===== config.mk =====
export PLATFORM = sky130hd
export DESIGN_NAME = exec_unit
export DESIGN_NICKNAME = d
export VERILOG_FILES = /design/src/rtl/exec_pkg.sv /design/src/rtl/exec_mul.sv /design/src/rtl/exec_unit.sv
export SDC_FILE = /design/constraint.sdc
export NUM_CORES = 1
export LEC_CHECK = 0
export ABC_AREA = 1
export CORE_MARGIN = 4
export CORE_UTILIZATION = 55
export DETAILED_ROUTE_END_ITERATION = 16
export GPL_ROUTABILITY_DRIVEN = 0
export PLACE_DENSITY_LB_ADDON = 0.12
export SLEW_MARGIN = 20
export SYNTH_ARGS = -nofsm -noshare
export SYNTH_HDL_FRONTEND = slang
export SYNTH_SLANG_ARGS = --single-unit

===== constraint.sdc =====
create_clock -name clk -period 5.3 [get_ports clk]
set_clock_uncertainty 0.05 [all_clocks]
set_input_delay 1.59 -clock clk [delete_from_list [all_inputs] [get_ports clk]]
set_output_delay 1.59 -clock clk [all_outputs]
set_load 0.01 [all_outputs]

===== src/rtl/exec_pkg.sv =====
// exec_pkg: opcode/state encodings, multiplier latency and single-cycle ALU helper
package exec_pkg;
  localparam int MUL_CYCLES = 8;
  typedef enum logic [2:0] {OP_ADD, OP_SUB, OP_AND, OP_OR, OP_XOR, OP_SHL, OP_MUL, OP_CMP} op_e;
  typedef enum logic [1:0] {S_IDLE, S_SHIFT, S_MUL, S_WB} state_e;
  // returns {flag, result}; SHL here covers only the zero-length shift
  function automatic logic [8:0] alu_f(input op_e op, input logic [7:0] a, input logic [7:0] b);
    case (op)
      OP_ADD:  return {1'b0, a} + {1'b0, b};
      OP_SUB:  return {a < b, a - b};
      OP_AND:  return {1'b0, a & b};
      OP_OR:   return {1'b0, a | b};
      OP_XOR:  return {1'b0, a ^ b};
      OP_CMP:  return {a < b, a};
      default: return {1'b0, a};
    endcase
  endfunction
endpackage


===== src/rtl/exec_mul.sv =====
// exec_mul: iterative shift-add 8x8 multiplier; bit 0 is consumed on the load edge,
// so the product is stable after the 8th edge counting the start edge
module exec_mul (
  input  logic       clk,
  input  logic       rst,
  input  logic       i_start,
  input  logic [7:0] i_a,
  input  logic [7:0] i_b,
  output logic [7:0] o_lo,
  output logic       o_hi_nz
);
  logic [15:0] r_acc;
  logic [15:0] r_mcand;
  logic [7:0]  r_mplier;
  always_ff @(posedge clk) begin
    if (rst) begin
      r_acc    <= '0;
      r_mcand  <= '0;
      r_mplier <= '0;
    end else if (i_start) begin
      r_acc    <= i_b[0] ? {8'b0, i_a} : 16'b0;
      r_mcand  <= {7'b0, i_a, 1'b0};
      r_mplier <= {1'b0, i_b[7:1]};
    end else begin
      r_acc    <= r_acc + (r_mplier[0] ? r_mcand : 16'b0);
      r_mcand  <= r_mcand << 1;
      r_mplier <= r_mplier >> 1;
    end
  end
  assign o_lo    = r_acc[7:0];
  assign o_hi_nz = |r_acc[15:8];
endmodule


===== src/rtl/exec_unit.sv =====
// exec_unit: 8-bit execute stage with single-cycle ALU ops, bit-serial SHL and
// iterative MUL, writing back through a registered register-file port
module exec_unit
  import exec_pkg::*;
(
  input  logic       clk,
  input  logic       reset,
  input  logic       start,
  input  logic [2:0] opcode,
  input  logic [7:0] rdVal,
  input  logic [7:0] rsVal,
  input  logic [2:0] rdAddrIn,
  output logic       writeEn,
  output logic [2:0] dest,
  output logic [7:0] data,
  output logic       busy,
  output logic       done,
  output logic       flag
);
  state_e      r_state;
  logic [7:0]  r_sh;
  logic [2:0]  r_dst;
  logic [2:0]  r_cnt;
  logic        r_we;
  logic        r_done;
  logic        r_flag;
  logic [7:0]  r_data;
  logic [2:0]  r_dest;
  op_e         w_op;
  state_e      w_next;
  logic        w_idle;
  logic        w_accept;
  logic        w_go;
  logic        w_wr;
  logic        w_flg;
  logic        w_mul_hz;
  logic [7:0]  w_res;
  logic [7:0]  w_shl;
  logic [7:0]  w_mul_lo;
  logic [8:0]  w_alu;
  exec_mul u_mul (
    .clk(clk), .rst(reset), .i_start(w_accept), .i_a(rdVal), .i_b(rsVal),
    .o_lo(w_mul_lo), .o_hi_nz(w_mul_hz)
  );
  // w_go marks the edge that enters WB, whichever path the operation took
  always_comb begin
    w_op     = op_e'(opcode);
    w_idle   = r_state == S_IDLE;
    w_accept = w_idle && start;
    w_alu    = alu_f(w_op, rdVal, rsVal);
    w_shl    = {r_sh[6:0], 1'b0};
    w_go     = (w_accept && w_op != OP_MUL && !(w_op == OP_SHL && rsVal[2:0] != 3'd0))
            || (r_state == S_SHIFT && r_cnt == 3'd1)
            || (r_state == S_MUL && r_cnt == 3'd0);
    w_wr     = !(w_idle && w_op == OP_CMP);
    w_res    = r_state == S_SHIFT ? w_shl : r_state == S_MUL ? w_mul_lo : w_alu[7:0];
    w_flg    = r_state == S_SHIFT ? r_sh[7] : r_state == S_MUL ? w_mul_hz : w_alu[8];
    w_next   = w_go ? S_WB
             : w_accept ? (w_op == OP_MUL ? S_MUL : S_SHIFT)
             : r_state == S_WB ? S_IDLE : r_state;
  end
  always_ff @(posedge clk) begin
    if (reset) begin
      r_state <= S_IDLE;
      r_sh    <= '0;
      r_dst   <= '0;
      r_cnt   <= '0;
      r_we    <= 1'b0;
      r_done  <= 1'b0;
      r_flag  <= 1'b0;
      r_data  <= '0;
      r_dest  <= '0;
    end else begin
      r_state <= w_next;
      r_sh    <= w_idle ? rdVal : w_shl;
      r_dst   <= w_accept ? rdAddrIn : r_dst;
      r_cnt   <= w_accept ? (w_op == OP_MUL ? 3'(MUL_CYCLES - 1) : rsVal[2:0]) : r_cnt - 3'd1;
      r_we    <= w_go && w_wr;
      r_done  <= w_go;
      if (w_go) r_flag <= w_flg;
      if (w_go && w_wr) begin
        r_data <= w_res;
        r_dest <= w_idle ? rdAddrIn : r_dst;
      end
    end
  end
  assign writeEn = r_we;
  assign dest    = r_dest;
  assign data    = r_data;
  assign busy    = r_state != S_IDLE;
  assign done    = r_done;
  assign flag    = r_flag;
endmodule


==> results.txt, run 1 <==
----------------------------------------------------
[Logic synthesis]
  Dominant register cell in the synthesized netlist ... sky130_fd_sc_hd__dfxtp_1
  Number of synthesis warnings ... 0
  Post-Syn Area per Cell ... 6.60 um^2
  Post-synthesis register bit count ... 68
  Top cells by area in the synthesized netlist ... sky130_fd_sc_hd__dfxtp_1, sky130_fd_sc_hd__nand2_1, sky130_fd_sc_hd__ha_1
  Area share of the leading cell type in the synthesized netlist ... 29.7%
  Post-synth EDFFs ... 0
  Post-synth top area cell ... sky130_fd_sc_hd__dfxtp_1
  Number of distinct library cells after synthesis ... 42
  Sequential fraction of the synthesis area ... 29.7%
  Synthesized instance count ... 694
  Fraction of synthesis flops using an asynchronous set or reset pin ... 0%
  Net count after synthesis ... 765
  Post-synthesis instance area ... 4580 um^2

[CTS]
  Number of cells upsized or downsized after cts ... 0
  Cell at the root of the clock tree ... sky130_fd_sc_hd__clkbuf_8
  Clock-pin transition on the worst setup and hold timing paths ... 90 ps
  Number of buffers inserted by post-CTS setup repair ... 0
  TritonCTS Buffers ... 9
  Clock tree from TritonCTS ... yes
  Cts-stage hold buffer count ... 0
  H-Tree Level Count ... 3
  Clock tree buffer depth ... 2
  Clock sink count ... 68
  Clk_lat worst skew ... 360 ps

[Global route]
  Initial antenna violation count ... 0
  All-layer global routing usage ... 26.5%
  Pin count of the biggest net entering global routing ... 23
  Number of global-route vias before repair ... 4471
  Gr ovfl total ... 0
  Wire length of the first global-routing pass ... 21000 um

[Die]
  Effective utilization at floorplan ... 56.0%
  Chip width ... 99.2 um
  Overall die height ... 99.2 um
  DIE AREA ... 9850 um^2
  Core area ... 8180 um^2
  Row cnt ... 33
  Total I/O pin count ... 40

[Finish]
  Number of inserted filler cells in the final layout ... 779
  Number of diodes ... 0
  Final std cell area, no fill ... 5230 um^2
  Most frequent standard cell in the layout excluding fill and tap cells ... sky130_fd_sc_hd__nand2_1
  Synth-to-Final Area Change ... 14.2%
  Combined area of the multi-input logic cells ... 2730 um^2
  Layout net count ... 799
  Fraction of layout instances using a drive strength above 1 ... 5.32%
  Most frequent cells in the layout ... sky130_fd_sc_hd__nand2_1, sky130_fd_sc_hd__inv_1, sky130_fd_sc_hd__dfxtp_1
  Reg area ... 1360 um^2

[STA]
  Transition time of the tightest slew-check pin ... 696 ps
  Min cycle time layout ... 3680 ps
  Least setup slack across all paths after layout ... 1620 ps
  Number of setup violations in the final report ... 0
  Tightest slew margin relative to the limit ... 53.4%
  Fmax ... 272 MHz
  Final cycle utilization of the critical path ... 69.4%
  Count of final hold-check violations ... 0
  Slew Limit Fails ... 0
  Setup repair after global routing missed its margin ... no
  Accumulated negative setup slack ... 0 ps

[Routing]
  Count of antenna-violating nets left after detailed routing ... 0
  Routed WL per cell ... 15.1 um
  Routed via count divided by cell count ... 5.54
  Number of iterations in the first detailed-routing pass ... 6
  Number of vias in the routed layout ... 4642
  Total wire length ... 12700 um
  Drt drc ... 0
  Drt first-iter violations ... 361

[Setup path]
  Nature of the critical path endpoint ... register
  CP Data Arrival Time ... 3940 ps
  Data required time at the worst endpoint ... 5560 ps
  Category of the critical setup timing path ... input pin to register
  Critical path startpoint category ... input pin
  Reg2Reg Launch Point ... u_mul.r_mplier[0]
  Worst reg2reg endpoint ... u_mul.r_acc[15]
  Crit path max fanout ... 8
  Count of cells along the worst register-to-register path ... 14
  R2r setup slk ... 2970 ps

[Power]
  Net switching component of the power ... 0.000598 W
  Net switching share of the total power ... 37.4%
  Leak pwr ... 2.60 nW
  Share of power burned in registers ... 39.2%
  Worst voltage drop across the vdd grid ... 0.209 mV
  Combinational Power Share ... 32.0%
  Areal power density over the cells ... 306 nW/um^2
  Power after layout ... 0.00160 W
  Clock share of power ... 28.8%
  Design internal power ... 0.00100 W

[Worst hold path]
  Terminating pin of the worst hold path ... u_mul.r_mcand[13]
  Path category of the worst min-delay check ... register to register
  WHS Path Cells ... 2
  Start point of the worst min-delay path ... u_mul.r_mcand[12]

[Place]
  Number of port buffers ... 39
  DP Wirelength ... 9820 um
  Pre-CTS setup slack ... 1310 ps
  Placed Instance Area ... 5020 um^2

[Outcome]
  Run status ... finished, final reports clean

[Job]
  Max-capacitance violation count ... 0

----------------------------------------------------
==> layout make-up <==
type	count	share of cell area (%)
Clock inverter	6	1.34
Tap cell	105	2.51
Sequential cell	68	26.0
Timing Repair Buffer	39	7.47
Clock buffer	10	2.63
Multi-Input combinational cell	502	52.2
Inverter	108	7.75
==> sequential cells by signal, indices dropped and copies added, names as in the netlist <==
name,cells
u_mul.r_acc,16
r_cnt,3
writeEn,1
u_mul.r_mcand,15
r_sh,8
done,1
data,8
r_state,2
dest,3
u_mul.r_mplier,7
flag,1
r_dst,3
==> worst max-delay path, stage by stage <==
cell                              delay [ps]
sky130_fd_sc_hd__clkdlybuf4s50_1         570
sky130_fd_sc_hd__inv_1                   170
sky130_fd_sc_hd__ha_1                    460
sky130_fd_sc_hd__inv_1                   160
sky130_fd_sc_hd__nand2_1                 160
sky130_fd_sc_hd__nand2_1                  80
sky130_fd_sc_hd__o21ai_0                 240
sky130_fd_sc_hd__nand2_1                  90
sky130_fd_sc_hd__a21oi_1                 270
sky130_fd_sc_hd__o21bai_1                 90
sky130_fd_sc_hd__nand2_1                  60
==> power groups by stage <==
stage | Clock [W] | Sequential, W | Combinational (W)
2_1_floorplan | 0 | 0.000636 | 0.000325
3_3_place_gp | 0 | 0.000635 | 0.000496
3_5_place_dp | 0 | 0.000638 | 0.000501
4_1_cts | 0.000460 | 0.000627 | 0.000506
5_1_grt | 0.000483 | 0.000635 | 0.000570
6_report | 0.000461 | 0.000627 | 0.000511
==> per-stage QoR <==
step | std cells | hold slack (ps) | util (%)
after floorplan | 694 | 356 | -
after global placement | 822 | 365 | 61.4
after detailed placement | 822 | 368 | 61.4
after CTS | 838 | 367 | 63.9
after global routing | 838 | 391 | 63.9
final | 838 | 365 | 63.9
==> worst max path at each step <==
stage / slack, ps / to / cells past startpoint / start
final: 1620 / flag / 11 / rdVal[3]
after global routing: 1370 / data[4] / 13 / rdVal[3]
after CTS: 1670 / flag / 11 / rdVal[3]
after detailed placement: 1310 / data[4] / 13 / rdVal[3]
after global placement: 1310 / data[4] / 13 / rdVal[3]
after floorplan: 2260 / data[6] / 13 / rdVal[0]
==> Yosys cell counts (all sizes together) (6+ instances only) <==
master	n
nand2	180
ha	43
o22ai	7
buf	9
dfxtp	68
inv	107
nand3	58
clkbuf	7
nand4	6
nor3	9
o21ai	54
a21oi	48
nor2	65
==> per-layer routing <==
layer	track usage, %	share of wire (%)	vias up
met5	0	0	-
met4	11.4	2.9	0
met3	6.24	8.0	33
met2	43.2	46	208
met1	33.4	43	2098
li1	-	-	2303
==> cell families (layout without fill, tap and decap cells) <==
family | count (synthesis) | in the layout | share of synthesized area, %
AO/OA/AOI/OAI | 125 | 125 | 14.8
XOR/XNOR | 6 | 6 | 1.15
adder cells (fa/ha/maj) | 46 | 46 | 13.1
buffers and inverters | 124 | 163 | 10.6
flip-flops | 68 | 68 | 29.7
AND/OR/NAND/NOR | 325 | 325 | 30.6
Power figures use the tool's default switching activity.
==> inputs of run 2 (changes only) <==
CORE_UTILIZATION = 53   (was 55)
clock period = 3.1 ns   (was 5.3 ns; I/O delays follow)
==> results.txt, run 2 (synthesis results as in run 1) <==
----------------------------------------------------
[Outcome]
  Run status ... finished, final reports clean (unchanged)

[Power]
  Share of power burned in registers ... 41.5% (was 39.2%)
  Leak pwr ... 2.69 nW (was 2.60 nW)
  Net switching component of the power ... 0.000943 W (was 0.000598 W)
  Worst voltage drop across the vdd grid ... 0.399 mV (was 0.209 mV)
  Combinational Power Share ... 34.7% (was 32.0%)
  Net switching share of the total power ... 36.5% (was 37.4%)
  Areal power density over the cells ... 482 nW/um^2 (was 306 nW/um^2)
  Design internal power ... 0.00164 W (was 0.00100 W)
  Clock share of power ... 23.8% (was 28.8%)

[Die]
  Total I/O pin count ... 40 (unchanged)
  Core area ... 8300 um^2 (was 8180 um^2)
  Chip width ... 101 um (was 99.2 um)
  Effective utilization at floorplan ... 55.2% (was 56.0%)
  DIE AREA ... 10200 um^2 (was 9850 um^2)
  Overall die height ... 101 um (was 99.2 um)
  Row cnt ... 33 (unchanged)

[Setup path]
  Cell breakdown of the critical path ... clkdlybuf4s50_1, ha_1, fa_1, nand2_1, nand3_1, nand3_1, nand3_1, nand3_1, nand2_1, nand2_1, nand2_1, a21oi_1 (was clkdlybuf4s50_1, inv_1, ha_1, inv_1, nand2_1, nand2_1, o21ai_0, nand2_1, a21oi_1, o21bai_1, nand2_1)
  Category of the critical setup timing path ... input pin to register (unchanged)
  Largest delay contributor family on the critical path ... adder cells (was buffers and inverters)
  Slowest cell delay on critical path ... 470 ps (was 570 ps)
  Cell type of the slowest stage on the worst timing path ... sky130_fd_sc_hd__clkdlybuf4s50_1 (unchanged)
  Count of cells along the worst register-to-register path ... 9 (was 14)
  Critical path startpoint category ... input pin (unchanged)
  Nature of the critical path endpoint ... register (unchanged)
  Critical Path Stages ... 12 (was 11)
  Crit path max fanout ... 4 (was 8)
  Buf+Inv Stages, Crit Path ... 1 (was 3)
  CP Data Arrival Time ... 2940 ps (was 3940 ps)
  Data required time at the worst endpoint ... 3320 ps (was 5560 ps)

[STA]
  Min cycle time layout ... 2730 ps
  Number of setup violations in the final report ... 0 (unchanged)
  Accumulated negative setup slack ... 0 ps (unchanged)
  Slew Limit Fails ... 0 (unchanged)
  Transition time of the tightest slew-check pin ... 550 ps (was 696 ps)
  Worst hold slack across all endpoints ... 376 ps (was 365 ps)
  Setup repair after global routing missed its margin ... no (unchanged)
  Fmax ... 366 MHz
  Tightest slew margin relative to the limit ... 63.2% (was 53.4%)
  Final cycle utilization of the critical path ... 88.1%
  Count of final hold-check violations ... 0 (unchanged)

[Global route]
  All-layer global routing usage ... 25.9% (was 26.5%)
  Gr ovfl total ... 0 (unchanged)
  Wire length of the first global-routing pass ... 20900 um (was 21000 um)
  Initial antenna violation count ... 0 (unchanged)
  Pin count of the biggest net entering global routing ... 22 (was 23)
  Number of global-route vias before repair ... 4526 (was 4471)

[Finish]
  Number of diodes ... 0 (unchanged)
  Combined area of the multi-input logic cells ... 2730 um^2 (unchanged)
  Register with the highest flop count ... u_mul.r_acc (unchanged)
  Share of the core filled with cells ... 64.5% (was 63.9%)
  Fraction of layout instances using a drive strength above 1 ... 7.95% (was 5.32%)
  Number of inserted filler cells in the final layout ... 798 (was 779)
  Most frequent cells in the layout ... sky130_fd_sc_hd__nand2_1, sky130_fd_sc_hd__inv_1, sky130_fd_sc_hd__dfxtp_1 (unchanged)
  Top Registers ... u_mul.r_acc: 16 flops, u_mul.r_mcand: 15 flops (unchanged)
  Synth-to-Final Area Change ... 17.0% (was 14.2%)
  Largest register FFs ... 16 (unchanged)
  Layout net count ... 823 (was 799)
  Most frequent standard cell in the layout excluding fill and tap cells ... sky130_fd_sc_hd__nand2_1 (unchanged)
  Reg area ... 1360 um^2 (unchanged)

[CTS]
  Clock sink count ... 68 (unchanged)
  Cell at the root of the clock tree ... sky130_fd_sc_hd__clkbuf_8 (unchanged)
  Cts-stage hold buffer count ... 0 (unchanged)
  Clock tree from TritonCTS ... yes (unchanged)
  Clk_lat worst skew ... 340 ps (was 360 ps)
  TritonCTS Buffers ... 9 (unchanged)
  Number of buffers inserted by post-CTS setup repair ... 0 (unchanged)
  H-Tree Level Count ... 3 (unchanged)
  Clock-pin transition on the worst setup and hold timing paths ... 80 ps (was 90 ps)
  Clock tree buffer depth ... 2 (unchanged)
  Number of cells upsized or downsized after cts ... 0 (unchanged)

[Worst hold path]
  Path category of the worst min-delay check ... register to register (unchanged)
  WHS Path Cells ... 2 (unchanged)

[Routing]
  Routed WL per cell ... 14.7 um (was 15.1 um)
  Routed via count divided by cell count ... 5.47 (was 5.54)
  Drt drc ... 0 (unchanged)
  Total wire length ... 12600 um (was 12700 um)
  Number of vias in the routed layout ... 4701 (was 4642)
  Count of antenna-violating nets left after detailed routing ... 0 (unchanged)
  Number of iterations in the first detailed-routing pass ... 7 (was 6)
  Drt first-iter violations ... 443 (was 361)

[Place]
  Number of port buffers ... 39 (unchanged)
  DP Wirelength ... 10100 um (was 9820 um)

[Job]
  Max-capacitance violation count ... 0 (unchanged)

----------------------------------------------------
run 2: final timing paths:
check                    startpoint                 to  slack (ps)
setup / recovery           rsVal[0]            data[4]         370
hold / removal    u_mul.r_mplier[1]  u_mul.r_mplier[0]         380
setup reg to reg  u_mul.r_mplier[0]    u_mul.r_acc[11]         800
hold reg to reg   u_mul.r_mplier[1]  u_mul.r_mplier[0]         380
run 2: layout make-up:
type | instances | share of cell area, %
sequential | 68 | 25.4
multi-input combinational | 502 | 51.0
clock buffer | 11 | 2.64
tap | 105 | 2.45
timing repair buffer | 63 | 10.7
inverter | 108 | 7.57
clock inverter | 3 | 0.280
run 2: through the flow:
step,cells,setup WS (ps),instance area (um^2),total power (W)
2_1_floorplan,694,724,4580,0.00164
3_3_place_gp,846,93.9,5200,0.00195
3_5_place_dp,846,59.8,5200,0.00197
4_1_cts,860,403,5360,0.00259
5_1_grt,860,226,5360,0.00276
6_report,860,370,5360,0.00258
run 2: power by group through the flow:
stage	Sequential, W	Clock (W)	Combinational, W
floorplan	0.00109	0	0.000556
global placement	0.00109	0	0.000867
detailed placement	0.00109	0	0.000885
CTS	0.00107	0.000625	0.000892
global route	0.00109	0.000668	0.00101
finish	0.00107	0.000616	0.000896
run 2: tightest hold or removal path, stage by stage (launching register included):
cell and delay [ps]:
sky130_fd_sc_hd__dfxtp_1 310, sky130_fd_sc_hd__nand2_1 40, sky130_fd_sc_hd__o21ai_0 50
run 2: routing by layer:
| metal | up-vias | GRT usage [%] | part of all wire [%] |
|---|---|---|---|
| met2 | 199 | 41.2 | 46 |
| met1 | 2116 | 33.6 | 43 |
| met5 | - | 0 | 0 |
| met3 | 37 | 7.13 | 8.5 |
| li1 | 2349 | - | - |
| met4 | 0 | 9.41 | 2.8 |
==> inputs of run 3 (changes only) <==
CORE_UTILIZATION = 30   (was 53)
CTS_BUF_LIST = sky130_fd_sc_hd__clkbuf_2   (was unset)
SLEW_MARGIN = unset   (was 20)
==> results.txt, run 3 (synthesis results as in run 1) <==
----------------------------------------------------
[CTS]
  Number of buffers inserted by post-CTS setup repair ... 0 (unchanged)
  TritonCTS Buffers ... 9 (unchanged)
  Clock sink count ... 68 (unchanged)
  Clock-pin transition on the worst setup and hold timing paths ... 180 ps (was 80 ps)
  Clock tree buffer depth ... 2 (unchanged)
  H-Tree Level Count ... 3 (unchanged)
  Clk_lat worst skew ... 530 ps (was 340 ps)
  Cell at the root of the clock tree ... sky130_fd_sc_hd__clkbuf_2 (was sky130_fd_sc_hd__clkbuf_8)
  Clock tree from TritonCTS ... yes (unchanged)
  Number of cells upsized or downsized after cts ... 0 (unchanged)
  Cts-stage hold buffer count ... 0 (unchanged)

[Die]
  Row cnt ... 44 (was 33)
  Total I/O pin count ... 40 (unchanged)
  Chip width ... 132 um (was 101 um)
  Overall die height ... 132 um (was 101 um)
  DIE AREA ... 17300 um^2 (was 10200 um^2)
  Core area ... 14800 um^2 (was 8300 um^2)
  Effective utilization at floorplan ... 31.0% (was 55.2%)

[Place]
  Pre-CTS setup slack ... 19.5 ps (was 59.8 ps)
  Placed Instance Area ... 5360 um^2 (was 5200 um^2)
  DP Wirelength ... 11400 um (was 10100 um)
  Number of port buffers ... 39 (unchanged)
  Placed Instances ... 933 (was 846)

[Power]
  Leak pwr ... 2.71 nW (was 2.69 nW)
  Areal power density over the cells ... 448 nW/um^2 (was 482 nW/um^2)
  Power after layout ... 0.00244 W (was 0.00258 W)
  Worst voltage drop across the vdd grid ... 0.308 mV (was 0.399 mV)

[STA]
  Least setup slack across all paths after layout ... 386 ps (was 370 ps)
  Fmax ... 368 MHz (was 366 MHz)
  Slew Limit Fails ... 0 (unchanged)
  Tightest slew margin relative to the limit ... 66.3% (was 63.2%)
  Setup repair after global routing missed its margin ... no (unchanged)
  Count of final hold-check violations ... 0 (unchanged)
  Final cycle utilization of the critical path ... 87.6% (was 88.1%)
  Number of setup violations in the final report ... 0 (unchanged)
  Min cycle time layout ... 2710 ps (was 2730 ps)
  Accumulated negative setup slack ... 0 ps (unchanged)
  Transition time of the tightest slew-check pin ... 504 ps (was 550 ps)

[Setup path]
  Category of the critical setup timing path ... register to primary output (was input pin to register)
  Slowest cell delay on critical path ... 580 ps (was 470 ps)
  Nature of the critical path endpoint ... primary output (was register)
  Crit path max fanout ... 3 (was 4)
  Count of cells along the worst register-to-register path ... 9 (unchanged)
  Worst reg2reg endpoint ... u_mul.r_acc[11] (unchanged)
  CP Data Arrival Time ... 1730 ps (was 2940 ps)
  Critical path startpoint category ... register (was input pin)
  R2r setup slk ... 750 ps (was 800 ps)
  Buf+Inv Stages, Crit Path ... 2 (was 1)
  Cell type of the slowest stage on the worst timing path ... sky130_fd_sc_hd__clkdlybuf4s50_1 (unchanged)
  Largest delay contributor family on the critical path ... buffers and inverters (was adder cells)
  Data required time at the worst endpoint ... 2120 ps (was 3320 ps)
  Reg2Reg Launch Point ... u_mul.r_mplier[0] (unchanged)
  Cell breakdown of the critical path ... nor2_4, inv_1, clkdlybuf4s50_1 (was clkdlybuf4s50_1, ha_1, fa_1, nand2_1, nand3_1, nand3_1, nand3_1, nand3_1, nand2_1, nand2_1, nand2_1, a21oi_1)

[Global route]
  Wire length of the first global-routing pass ... 23500 um (was 20900 um)
  Pin count of the biggest net entering global routing ... 22 (unchanged)
  Initial antenna violation count ... 0 (unchanged)
  All-layer global routing usage ... 16.8% (was 25.9%)
  Gr ovfl total ... 0 (unchanged)
  Number of global-route vias before repair ... 4543 (was 4526)

[Finish]
  Most frequent cells in the layout ... sky130_fd_sc_hd__nand2_1, sky130_fd_sc_hd__inv_1, sky130_fd_sc_hd__dfxtp_1 (unchanged)
  Final std cell area, no fill ... 5450 um^2 (was 5360 um^2)
  Largest register FFs ... 16 (unchanged)
  Top Registers ... u_mul.r_acc: 16 flops, u_mul.r_mcand: 15 flops (unchanged)
  Register with the highest flop count ... u_mul.r_acc (unchanged)
  Number of diodes ... 0 (unchanged)
  Synth-to-Final Area Change ... 18.9% (was 17.0%)
  Fraction of layout instances using a drive strength above 1 ... 9.28% (was 7.95%)
  Final cell count without fillers ... 949 (was 860)
  Most frequent standard cell in the layout excluding fill and tap cells ... sky130_fd_sc_hd__nand2_1 (unchanged)
  Layout net count ... 831 (was 823)

[Worst hold path]
  WHS Path Cells ... 2 (unchanged)
  Start point of the worst min-delay path ... u_mul.r_mcand[14] (was u_mul.r_mplier[1])
  Path category of the worst min-delay check ... register to register (unchanged)
  Terminating pin of the worst hold path ... u_mul.r_mcand[15] (was u_mul.r_mplier[0])

[Routing]
  Count of antenna-violating nets left after detailed routing ... 0 (unchanged)
  Number of iterations in the first detailed-routing pass ... 5 (was 7)
  Drt drc ... 0 (unchanged)
  Total wire length ... 14200 um (was 12600 um)
  Drt first-iter violations ... 413 (was 443)
  Routed via count divided by cell count ... 4.85 (was 5.47)
  Number of vias in the routed layout ... 4606 (was 4701)
  Routed WL per cell ... 15.0 um (was 14.7 um)

[Job]
  Max-capacitance violation count ... 0 (unchanged)

[Outcome]
  Run status ... finished, final reports clean (unchanged)

----------------------------------------------------
run 3: how the worst max path moves through the flow:
stage / slack [ps] / end / start / cells past startpoint
final: 390 / busy / r_state[0] / 3
after floorplan: 720 / data[6] / rdVal[0] / 13
after global routing: 190 / busy / r_state[0] / 3
after detailed placement: 20 / flag / rsVal[1] / 10
after CTS: 310 / busy / r_state[0] / 3
after global placement: 60 / flag / rsVal[1] / 10
run 3: final cells by class:
class                      instances  area, um^2
fill                            1646        9310
tap                              184         230
sequential                        68        1360
inverter                         108         405
clock buffer                      12        60.1
multi-input combinational        502        2730
timing repair buffer              71         631
clock inverter                     4        26.3
run 3: where the power goes:
group	switching (W)	leakage, nW	internal [W]
combinational	0.000569	2.09	0.000355
clock	0.000331	0.0619	0.000114
sequential	0.0000731	0.557	0.000996
run 3: per-stage QoR:
| step | util (%) | hold slack, ps |
|---|---|---|
| detailed placement | 36.3 | 368 |
| finish | 36.9 | 387 |
| floorplan | - | 356 |
| CTS | 36.9 | 390 |
| global route | 36.9 | 406 |
| global placement | 36.3 | 365 |
run 3: per-layer routing:
layer	up-vias	track usage, %	part of all wire [%]
li1	2362	-	-
met1	2127	22.6	48
met2	99	27.0	45
met3	18	4.05	4.4
met4	0	4.61	1.7
met5	-	0	0
run 3: worst reg2reg max path: cells and delay by family, from the launching register on:
family          cells  cell delay (ps)
fa+ha+maj           1              260
compound gates      4              840
buf+inv             1               70
simple gates        3              380
flops               1              680
